File: src/rtl/byte_packer.sv
// rtl/byte_packer.sv - byte-to-word deserializer with valid/ready on both sides
//
// Packs SIZE bytes, one per byte handshake, into one word. The finished word is
// held in word_out with word_valid=1 until it is consumed through word_ready.
//
// Parameters:
//   SIZE       bytes per word (>= 1)
//   MSB_FIRST  0: first byte lands in word_out[7:0]; 1: first byte lands in the top byte
//
// Ports:
//   clk         in   system clock
//   rst         in   synchronous active-high reset
//   clear       in   synchronous flush of the partial word and any held word
//   byte_valid  in   byte_in is valid
//   byte_in     in   incoming byte
//   byte_ready  out  byte_in is accepted this cycle
//   word_valid  out  word_out holds a complete word
//   word_out    out  packed word
//   word_ready  in   downstream consumes word_out this cycle
//   byte_count  out  bytes collected for the partial word
module byte_packer #(
  parameter int SIZE      = 2,
  parameter bit MSB_FIRST = 1'b0,
  localparam int CW       = $clog2(SIZE + 1)
) (
  input  logic              clk,
  input  logic              rst,
  input  logic              clear,
  input  logic              byte_valid,
  input  logic [7:0]        byte_in,
  output logic              byte_ready,
  output logic              word_valid,
  output logic [SIZE*8-1:0] word_out,
  input  logic              word_ready,
  output logic [CW-1:0]     byte_count
);

  typedef enum logic {FILL, FULL} state_t;

  state_t            state_q, state_d;
  logic [SIZE*8-1:0] sr, sr_next;
  logic              accept, take, complete;
  logic [CW-1:0]     base;

  assign word_valid = (state_q == FULL);
  assign byte_ready = !rst && !clear && (!word_valid || word_ready);
  assign accept     = byte_valid && byte_ready;
  assign take       = word_valid && word_ready;

  // An accept while FULL is necessarily paired with a take, so that byte is
  // byte 0 of the next word regardless of byte_count.
  assign base     = word_valid ? '0 : byte_count;
  assign complete = accept && (base == CW'(SIZE - 1));

  generate
    if (SIZE == 1) begin : g_single
      assign sr_next = byte_in;
    end else if (MSB_FIRST) begin : g_msb
      assign sr_next = {sr[SIZE*8-9:0], byte_in};
    end else begin : g_lsb
      assign sr_next = {byte_in, sr[SIZE*8-1:8]};
    end
  endgenerate

  always_comb begin
    state_d = state_q;
    if (clear) begin
      state_d = FILL;
    end else if (complete) begin
      state_d = FULL;
    end else if (take) begin
      state_d = FILL;
    end
  end

  always_ff @(posedge clk) begin
    if (rst) begin
      state_q    <= FILL;
      sr         <= '0;
      word_out   <= '0;
      byte_count <= '0;
    end else begin
      state_q <= state_d;
      if (clear) begin
        byte_count <= '0;
      end else if (accept) begin
        sr         <= sr_next;
        byte_count <= complete ? '0 : base + CW'(1);
        if (complete) begin
          word_out <= sr_next;
        end
      end else if (take) begin
        byte_count <= '0;
      end
    end
  end

endmodule

File: config.mk
export PLATFORM = sky130hd
export DESIGN_NAME = byte_packer
export DESIGN_NICKNAME = d
export VERILOG_FILES = /design/src/rtl/byte_packer.sv
export SDC_FILE = /design/constraint.sdc
export NUM_CORES = 1
export LEC_CHECK = 0
export CAP_MARGIN = 20
export CORE_UTILIZATION = 30
export DETAILED_ROUTE_END_ITERATION = 16
export SLEW_MARGIN = 20
export SYNTH_ARGS = -nofsm -noshare
export SYNTH_HDL_FRONTEND = slang
export SYNTH_SLANG_ARGS = --single-unit
File: constraint.sdc
create_clock -name clk -period 2.3 [get_ports clk]
set_clock_uncertainty 0.15 [all_clocks]
set_input_delay 0.23 -clock clk [delete_from_list [all_inputs] [get_ports clk]]
set_output_delay 0.23 -clock clk [all_outputs]
set_load 0.02 [all_outputs]
==> summary.md <==
| Metric | Value |
|---|---|
| Hold_buf cts | 0 |
| Top FF cell, synth | dfxtp_1 |
| Die width | 61.9 um |
| Layout area overhead | 37.9% |
| Clock power share | 0.269 |
| Routed wire length | around 2.5 mm |
| Initial antenna violation count | 0 |
| Synth Cell Area | between 1000 and 1500 um2 |
| Grt ovf | 0 |
| Rows | 21 |
| # diodes | 0 |
| Max Slew Vio Count | 0 |
| Met1 GRT Util | 0.193 |
| Residual DRC count | 0 |
| Unrepaired setup endpoints after global routing | false |
| Final core utilization | 0.438 |
| Synth top cells by count | dfxtp_1, o311ai_0, nand2_1, o21ai_1 |
| Placer congestion estimate | approximately 0.7 |
| Peak VDD IR | 0.000224 V |
| CP startpoint kind | flip-flop |
| FILL cells | 330 |
| Critical path fanouts, max | 8 |
| Fin crit period | approximately 2100 ps |
| Met2 global-route usage | 0.244 |
| Via density | 4.94 |
| Max_cap viols | 0 |
| Post-route ant nets | 0 |
| Leak | approximately 0.00056 uW |
| Final hold vios | 0 |
| Yosys reg bits | 27 |
| Clk Latency, worst-skew pair | roughly 330 ps |
| Initial Util | 0.318 |
| Reg2reg path depth | 4 |
| Sw power | 185 uW |
| Post-synth EDFFs | 0 |
| Max Root-Sink Buffers | 2 |
| Min-Delay Path Depth | 3 |
| Yosys cell types | 22 |
| Least-Margin Pin Slew | 423 ps |
| Core Footprint | approximately 3400 um2 |
| Clock transition at path regs | 140 ps |
| YS warnings | 0 |
| Syn nets | 122 |
| Synth async-reset ratio | 0 |
| Vias in the first global route | 911 |
| Combinational share of power | 0.105 |
| Post-synth top area share | 0.502 |
| Top-count cell post-synth | dfxtp_1 |
| Power per cell area | between 500 and 600 nW/um2 |
| Final setup viols | 0 |
| Cell Int Power | 585 uW |
| Die area | roughly 3800 um2 |
| Layer with the highest usage | met2 |
| First DRT Iteration DRCs | 12 |
| CTS Root Buffer Type | clkbuf_4 |
| HP Class | input pin to flip-flop |
| Crit path kind | flip-flop to primary output |
| Global-route wire length before repair | between 4 and 5 mm |
| Die Span Y | between 60 and 70 um |
| Seq pwr share | 0.626 |
| H-tree levels | 1 |
| Synth area leader | dfxtp_1 |
| Register Area | around 540 um2 |
| Largest net degree at the start of global routing | 27 |
| Fin crit share | 0.935 |
| Avg Cell Area, Syn | 9.88 um2 |
| Placed cell count | 185 |
| Area contributors post-synth | dfxtp_1, o311ai_0, mux2i_1 |
| Met3 usage | 0.0248 |
| DRT Pass-1 Iters | 4 |
| Net Sw Frac | 0.240 |
| Setup crit end kind | primary output |
| Worst slew margin | 0.715 |
| Sink Count | 27 |
| Setup TNS | 0 ps |
| Arrival time at the worst endpoint | 1770 ps |
| Fmax | 465 MHz |
| Placed wire-length estimate | between 1.5 and 2 mm |
| IO Count | 33 |
| Vias post-DR | 934 |
| Total clock buffers created by CTS | 3 |
| DR WL/cell | 13.5 um |
| Gate Count Post-Synth | about 110 |
| Multi-input gate area | 458 um2 |
| GRT Total Usage | 0.150 |
| CTS tree | built |
| Crit path required time | 1920 ps |
| Layout Nets | around 160 |
| Port bufs | 32 |
| Status | finished, final reports clean |
| # Post-CTS Setup Buffers | 0 |
| Final non-filler cell total | ~190 |
| Post-synthesis sequential area ratio | 0.502 |
| Share of cells above drive strength 1 | 0.112 |
## power by group through the flow
stage               logic (uW)  clock network (uW)  registers (uW)
finish                    80.9                 207             481
global route              88.2                 239             483
detailed placement        80.5                   0             492
global placement          78.9                   0             491
floorplan                 34.4                   0             494
CTS                       80.9                 212             482
## worst max-delay path, cell delays in order, from the launching register on
cell,delay [ps]
dfxtp_1,390
nor2b_2,210
nor3_1,200
clkdlybuf4s50_1,640
## what timing repair did
item | CTS | global route
gates resized for setup | 0 | 1
endpoints found under the hold margin | 0 | 0
endpoints found under the setup margin | 0 | 1
## layout by cell type (no fill, tap or decap)
master and instances:
a211oi_1 2, a21boi_0 1, nand3_1 1, clkdlybuf4s50_1 32, nor3_1 1, mux2_2 1
o311ai_0 16, o21ai_0 3, or4_1 1, o31ai_1 2, inv_1 8, nand4bb_2 1
dfxtp_1 27, nor2b_2 1, clkbuf_4 3, clkbuf_1 1, nor2_1 3, mux2i_1 8
or2b_1 1, o21ai_2 3, nand2_1 11, o21ai_1 9, buf_4 7
## path summary, 6_finish.rpt
path	startpoint	end	slack [ps]
max reg2reg	word_valid	word_out[13]	590
max	word_valid	byte_ready	150
min reg2reg	sr[11]	word_out[3]	320
min	byte_in[4]	word_out[12]	300
## flip-flops by register name, indices dropped and copies added, names as in the netlist
register and cells:
word_valid 1, byte_count 2, sr 8, word_out 16
## metal layers
metal / part of all wire / wire, um
met4: 0.015 / 37
met3: 0.035 / 89
met5: 0 / 0
met1: 0.46 / 1180
met2: 0.49 / 1240
## cell families (layout without fill, tap and decap cells)
kind of cell | count (synthesis) | count (layout) | share of synthesized area
muxes | 9 | 9 | 0.0848
AOI/OAI and AO/OA | 36 | 36 | 0.245
and+or+nand+nor | 20 | 20 | 0.0929
buffers and inverters | 17 | 51 | 0.0755
DFF | 27 | 27 | 0.502
## layout make-up
cell class                 instances  area share
sequential                        27       0.364
clock buffer                       4      0.0177
tap                               46      0.0388
inverter                           8      0.0202
timing repair buffer              39       0.251
multi-input combinational         65       0.308
## stage by stage
stage          instance area [um2]  power, uW  hold slack [ps]  setup WS, ps
2_1_floorplan                 1080        529              177           562
3_3_place_gp                  1460        570              296           173
3_5_place_dp                  1460        572              302           138
4_1_cts                       1480        775              313          66.9
5_1_grt                       1490        810              307          43.1
6_report                      1490        770              304           150
(Power assumes the default switching activity.)
